--- src/rtl/str_arb_rr.sv ---
// Packet-granular round-robin arbiter: merges NB_UP valid/ready/last streams into one registered stream.
// Optional macro STR_ARB_RR_PRIO_EN: requester 0 wins arbitration whenever it is requesting.
module str_arb_rr #(
    parameter int  NB_UP      = 4,
    parameter int  DATA_WIDTH = 8,
    localparam int SEL_WIDTH  = (NB_UP > 1) ? $clog2(NB_UP) : 1
) (
    input  logic                        clk,
    input  logic                        rst,
    input  logic [NB_UP*DATA_WIDTH-1:0] up_data,
    input  logic [NB_UP-1:0]            up_last,
    input  logic [NB_UP-1:0]            up_val,
    output logic [NB_UP-1:0]            up_rdy,
    output logic [DATA_WIDTH-1:0]       dn_data,
    output logic                        dn_last,
    output logic                        dn_val,
    input  logic                        dn_rdy,
    output logic [SEL_WIDTH-1:0]        dn_sel
);

    typedef enum logic [0:0] {
        ST_IDLE = 1'b0,
        ST_LOCK = 1'b1
    } state_t;

    state_t                 r_state;
    state_t                 w_state_next;
    logic [SEL_WIDTH-1:0]   r_gnt;
    logic [SEL_WIDTH-1:0]   w_gnt_next;
    logic [SEL_WIDTH-1:0]   r_ptr;
    logic [SEL_WIDTH-1:0]   w_ptr_next;

    logic [DATA_WIDTH-1:0]  r_dn_data;
    logic                   r_dn_last;
    logic                   r_dn_val;
    logic [SEL_WIDTH-1:0]   r_dn_sel;

    logic [NB_UP-1:0]       w_gnt_oh;
    logic [SEL_WIDTH-1:0]   w_dist [NB_UP];
    logic [NB_UP-1:0]       w_rr_win;
    logic [DATA_WIDTH-1:0]  w_gnt_data;
    logic                   w_gnt_val;
    logic                   w_gnt_last;
    logic                   w_dn_active;
    logic                   w_xfer;
    logic                   w_any_req;
    logic [SEL_WIDTH-1:0]   w_pick_idx;
    logic                   w_pick_upd_ptr;

    // Per-requester logic: grant decode, search distance from ptr, winner and
    // one-hot-to-index / data-mux reductions built as chained OR terms.
    genvar gi, gj;
    generate
        for (gi = 0; gi < NB_UP; gi++) begin : g_req
            logic [NB_UP-1:0]      w_closer;
            logic [SEL_WIDTH-1:0]  w_idx_term;
            logic [SEL_WIDTH-1:0]  w_idx_acc;
            logic [DATA_WIDTH-1:0] w_data_term;
            logic [DATA_WIDTH-1:0] w_data_acc;

            assign w_gnt_oh[gi] = (r_gnt == SEL_WIDTH'(gi));
            // Distance 0 is ptr+1, so the search order is ptr+1, ptr+2, ... with wrap.
            assign w_dist[gi]   = SEL_WIDTH'((gi + 2*NB_UP - 1 - int'(r_ptr)) % NB_UP);

            for (gj = 0; gj < NB_UP; gj++) begin : g_cmp
                assign w_closer[gj] = up_val[gj] && (w_dist[gj] < w_dist[gi]);
            end

            assign w_rr_win[gi] = up_val[gi] && !(|w_closer);
            assign w_idx_term   = w_rr_win[gi] ? SEL_WIDTH'(gi) : '0;
            assign w_data_term  = w_gnt_oh[gi] ? up_data[gi*DATA_WIDTH +: DATA_WIDTH] : '0;

            if (gi == 0) begin : g_first
                assign w_idx_acc  = w_idx_term;
                assign w_data_acc = w_data_term;
            end else begin : g_rest
                assign w_idx_acc  = g_req[gi-1].w_idx_acc | w_idx_term;
                assign w_data_acc = g_req[gi-1].w_data_acc | w_data_term;
            end
        end
    endgenerate

    assign w_gnt_data  = g_req[NB_UP-1].w_data_acc;
    assign w_gnt_val   = |(up_val & w_gnt_oh);
    assign w_gnt_last  = |(up_last & w_gnt_oh);
    assign w_any_req   = |up_val;
    assign w_dn_active = ~r_dn_val | dn_rdy;
    assign w_xfer      = (r_state == ST_LOCK) && w_dn_active && w_gnt_val;

    always_comb begin
        w_pick_idx     = g_req[NB_UP-1].w_idx_acc;
        w_pick_upd_ptr = 1'b1;
`ifdef STR_ARB_RR_PRIO_EN
        // Requester 0 overrides the rotation and does not advance the pointer.
        if (up_val[0]) begin
            w_pick_idx     = '0;
            w_pick_upd_ptr = 1'b0;
        end
`endif
    end

    always_ff @(posedge clk) begin
        if (rst) begin
            r_state <= ST_IDLE;
            r_gnt   <= '0;
            r_ptr   <= SEL_WIDTH'(NB_UP - 1);
        end else begin
            r_state <= w_state_next;
            r_gnt   <= w_gnt_next;
            r_ptr   <= w_ptr_next;
        end
    end

    always_comb begin
        w_state_next = r_state;
        w_gnt_next   = r_gnt;
        w_ptr_next   = r_ptr;
        case (r_state)
            ST_IDLE: begin
                if (w_any_req) begin
                    w_state_next = ST_LOCK;
                    w_gnt_next   = w_pick_idx;
                    if (w_pick_upd_ptr) begin
                        w_ptr_next = w_pick_idx;
                    end
                end
            end
            ST_LOCK: begin
                // Release only on the accepted last beat; this forces one IDLE bubble.
                if (w_xfer && w_gnt_last) begin
                    w_state_next = ST_IDLE;
                end
            end
            default: begin
                w_state_next = ST_IDLE;
            end
        endcase
    end

    always_comb begin
        up_rdy = '0;
        if (r_state == ST_LOCK && w_dn_active) begin
            up_rdy = w_gnt_oh;
        end
    end

    always_ff @(posedge clk) begin
        if (rst) begin
            r_dn_val  <= 1'b0;
            r_dn_last <= 1'b0;
            r_dn_data <= '0;
            r_dn_sel  <= '0;
        end else if (w_dn_active) begin
            r_dn_val <= w_xfer;
            if (w_xfer) begin
                r_dn_data <= w_gnt_data;
                r_dn_last <= w_gnt_last;
                r_dn_sel  <= r_gnt;
            end
        end
    end

    assign dn_data = r_dn_data;
    assign dn_last = r_dn_last;
    assign dn_val  = r_dn_val;
    assign dn_sel  = r_dn_sel;

endmodule
--- config.mk ---
export PLATFORM = sky130hd
export DESIGN_NAME = str_arb_rr
export DESIGN_NICKNAME = d
export VERILOG_FILES = /design/src/rtl/str_arb_rr.sv
export SDC_FILE = /design/constraint.sdc
export NUM_CORES = 1
export LEC_CHECK = 0
export CAP_MARGIN = 25
export CORE_MARGIN = 1.5
export CORE_UTILIZATION = 40
export CTS_BUF_LIST = sky130_fd_sc_hd__clkbuf_16
export DETAILED_ROUTE_END_ITERATION = 6
export HOLD_SLACK_MARGIN = 0.12
export PLACE_DENSITY = 0.84
export SYNTH_ARGS = -nofsm -noshare
export SYNTH_HDL_FRONTEND = slang
export SYNTH_SLANG_ARGS = --single-unit
--- constraint.sdc ---
create_clock -name clk -period 2.2 [get_ports clk]
set_input_delay 0.22 -clock clk [delete_from_list [all_inputs] [get_ports clk]]
set_output_delay 0.22 -clock clk [all_outputs]
set_load 0.02 [all_outputs]
==> impl_metrics.json <==
{
  "synth_fa_ha_area_frac": 0.04848,
  "rows": 18,
  "dp_hpwl_um": 2401,
  "p_switching_uw": 285.7,
  "yosysWarningCount": 0,
  "vias": 1044,
  "h-tree-depth": 1,
  "synth_cells": 100,
  "period_minus_slack_ns": 1.962,
  "grtUsageTotal": 0.2336,
  "post-route-util": 0.6937,
  "yosys.area_share.simple": 0.1406,
  "fp.dieH_um": 53.80,
  "endpoint_kind": "primary output",
  "slew_viol_final": 0,
  "fin_skew_ns": 0.001043,
  "synth_nets": 147,
  "detail-route-antenna-nets": 0,
  "rsz0062_at_grt": "false",
  "hold_viol": 0,
  "crit_type": "primary input to primary output",
  "p_total_uw": 1069,
  "synth_compound_area_frac": 0.08848,
  "muxShareOfSynthArea": 0.3152,
  "crit_path_max_fanout": 5,
  "cts_tree": "built",
  "max_freq_mhz": 509.6,
  "hold_class": "register to register",
  "cts_hold_buf": 0,
  "worst_pin_slew_ns": 0.6020,
  "holdWs_ns": 0.4784,
  "antenna_cells": 0,
  "layout-drive-gt1-share": 0.1266,
  "syn-cell-area_sq_um": 1032,
  "cellPowerDensity_nw_per_um2": 627.9,
  "dieArea_sq_um": 2894,
  "synth_cell_types": 24,
  "antenna_found_initial": 0,
  "ys_seq_elements": 17,
  "swShare": 0.2672,
  "static-leakage-power_uw": 0.0007182,
  "combPwrFrac": 0.329,
  "ir_drop_mv": 0.6851,
  "cts_resized": 0,
  "grt_pass1_vias": 1063,
  "core_area_sq_um": 2455,
  "finalSetupTns_ns": 0,
  "synth_xor_area_frac": 0,
  "viasPerCell": 5.553,
  "cp_slowest_cell": "clkdlybuf4s50_1",
  "path_common_cell": "clkdlybuf4s50_1",
  "drt_iter0_markers": 27,
  "wirelength_um": 3113,
  "numCtsBuffers": 3,
  "finish.instance_area_sq_um": 1703,
  "setup_viol": 0,
  "clockPowerShare": 0.330,
  "place.gp.congestion": 0.8208,
  "numPortBuffers": 58,
  "relSlewSlack": 0.5974,
  "path_clk_slew_ns": 0.05,
  "cts_setup_buffers": 0,
  "seq_power_share": 0.341,
  "crit_family": "buffers and inverters",
  "layout_commonest_cell": "clkdlybuf4s50_1",
  "clockRootBuffer": "clkbuf_16",
  "final_cell_mix": "clkdlybuf4s50_1, dfxtp_1, nor2_1",
  "post_dp_cell_area_sq_um": 1623,
  "cp-start-kind": "primary input",
  "synth_top_family_by_area": "multiplexers",
  "status": "finished clean",
  "grt-ovfl-total": 0,
  "worstPathRequired_ns": 1.98,
  "grt_pass1_wl_um": 4823,
  "crit_buf_inv": 2,
  "clk_latency_ns": 0.24,
  "cap_violations": 0,
  "layout.nets": 206,
  "die_x_um": 53.80,
  "post-route-period-util": 0.8919,
  "clock_path_buffers": 2,
  "initial_core_util": 0.4205,
  "clkSinkCount": 17,
  "syn-mean-instance-area_sq_um": 10.32,
  "path_cells": "clkdlybuf4s50_1 > nand2b_1 > nand3_1 > nor2_1 > clkdlybuf4s50_1",
  "ys_seq_area_frac": 0.3297,
  "io_pins": 59,
  "cp_data_arrival_time_ns": 1.74,
  "grt_max_degree": 17,
  "internal-power_uw": 783.5,
  "drt_pass1_iterations": 4,
  "post_drt_wl_per_cell_um": 16.56,
  "syn2layout_area_growth_pct": 64.97,
  "critical-path-max-stage-delay_ns": 0.61,
  "post-route-drc-count": 0
}
worst register-to-register path, cell delays in order (launching register included):
cell	delay, ns
dfxtp_1	0.57
mux4_2	0.40
nand3_2	0.30
mux2i_1	0.24
nor2_1	0.06
synthesized netlist by cell type:
master	count	area (sq um)
nand3_1	3	15.01
or2_2	1	6.260
nand2b_1	2	12.51
buf_1	1	3.750
mux4_2	10	225.2
clkbuf_1	2	7.510
nand3_2	1	10.01
o2111ai_1	3	26.28
buf_6	1	11.26
buf_12	1	20.02
nand2_1	8	30.03
ha_1	4	50.05
inv_1	6	22.52
dfxtp_1	17	340.3
nor3_1	2	10.01
nand4_1	1	6.260
a21o_1	2	15.01
buf_2	3	15.01
nor4_1	1	6.260
nor2_1	13	48.80
o211a_1	2	20.02
o21ai_0	2	10.01
mux2i_1	10	100.1
a21oi_1	4	20.02
logic make-up after synthesis:
| kind of cell | count (synthesis) |
|---|---|
| and+or+nand+nor | 32 |
| muxes | 20 |
| DFF | 17 |
| buffers and inverters | 14 |
| AOI/OAI and AO/OA | 13 |
| adders and majority gates | 4 |
sequential cells by signal, summed over array words and instances (netlist names):
signal / count
dn_data: 8
dn_last: 1
dn_sel: 2
dn_val: 1
r_gnt: 2
r_ptr: 2
r_state: 1
layout make-up:
class                   count  area [sq um]
repair buffers             62         610.6
inverters                   6         22.52
multi-input cells          69         611.8
clock inverters             1         5.005
fillers                   180         752.0
well taps                  30         37.54
flip-flops and latches     17         340.3
clock buffers               3         75.07
power by group through the flow:
stage	Clock, uW	Sequential, uW	Combinational [uW]
after CTS	361	364	352
after global placement	0	368	336
final	353	365	351
after global routing	382	368	376
after detailed placement	0	370	347
after floorplan	0	378	188
path summary, 6_finish.rpt:
kind | from | endpoint | slack, ns | cells after the start
setup / recovery | dn_rdy | up_rdy[3] | 0.24 | 5
hold / removal | dn_last$_SDFFE_PP0P_ | dn_last$_SDFFE_PP0P_ | 0.48 | 2
setup reg to reg | r_gnt[1]$_SDFFE_PP0P_ | dn_data[1]$_SDFFE_PP0P_ | 0.50 | 4
hold reg to reg | dn_last$_SDFFE_PP0P_ | dn_last$_SDFFE_PP0P_ | 0.48 | 2
routing by layer:
metal,up-vias,GRT usage,share of wire
met3,10,0.05556,0.058
met1,508,0.2491,0.37
met5,-,0,0
met4,0,0.04274,0.023
met2,46,0.4593,0.55
li1,480,-,-
through the flow:
step,setup WS (ns),std cells
after floorplan,0.6583,100
after global placement,0.2649,184
after detailed placement,0.2293,184
after CTS,0.2460,188
after global routing,0.1277,188
final,0.2378,188
Note: power is estimated with default switching activity, not from simulation.
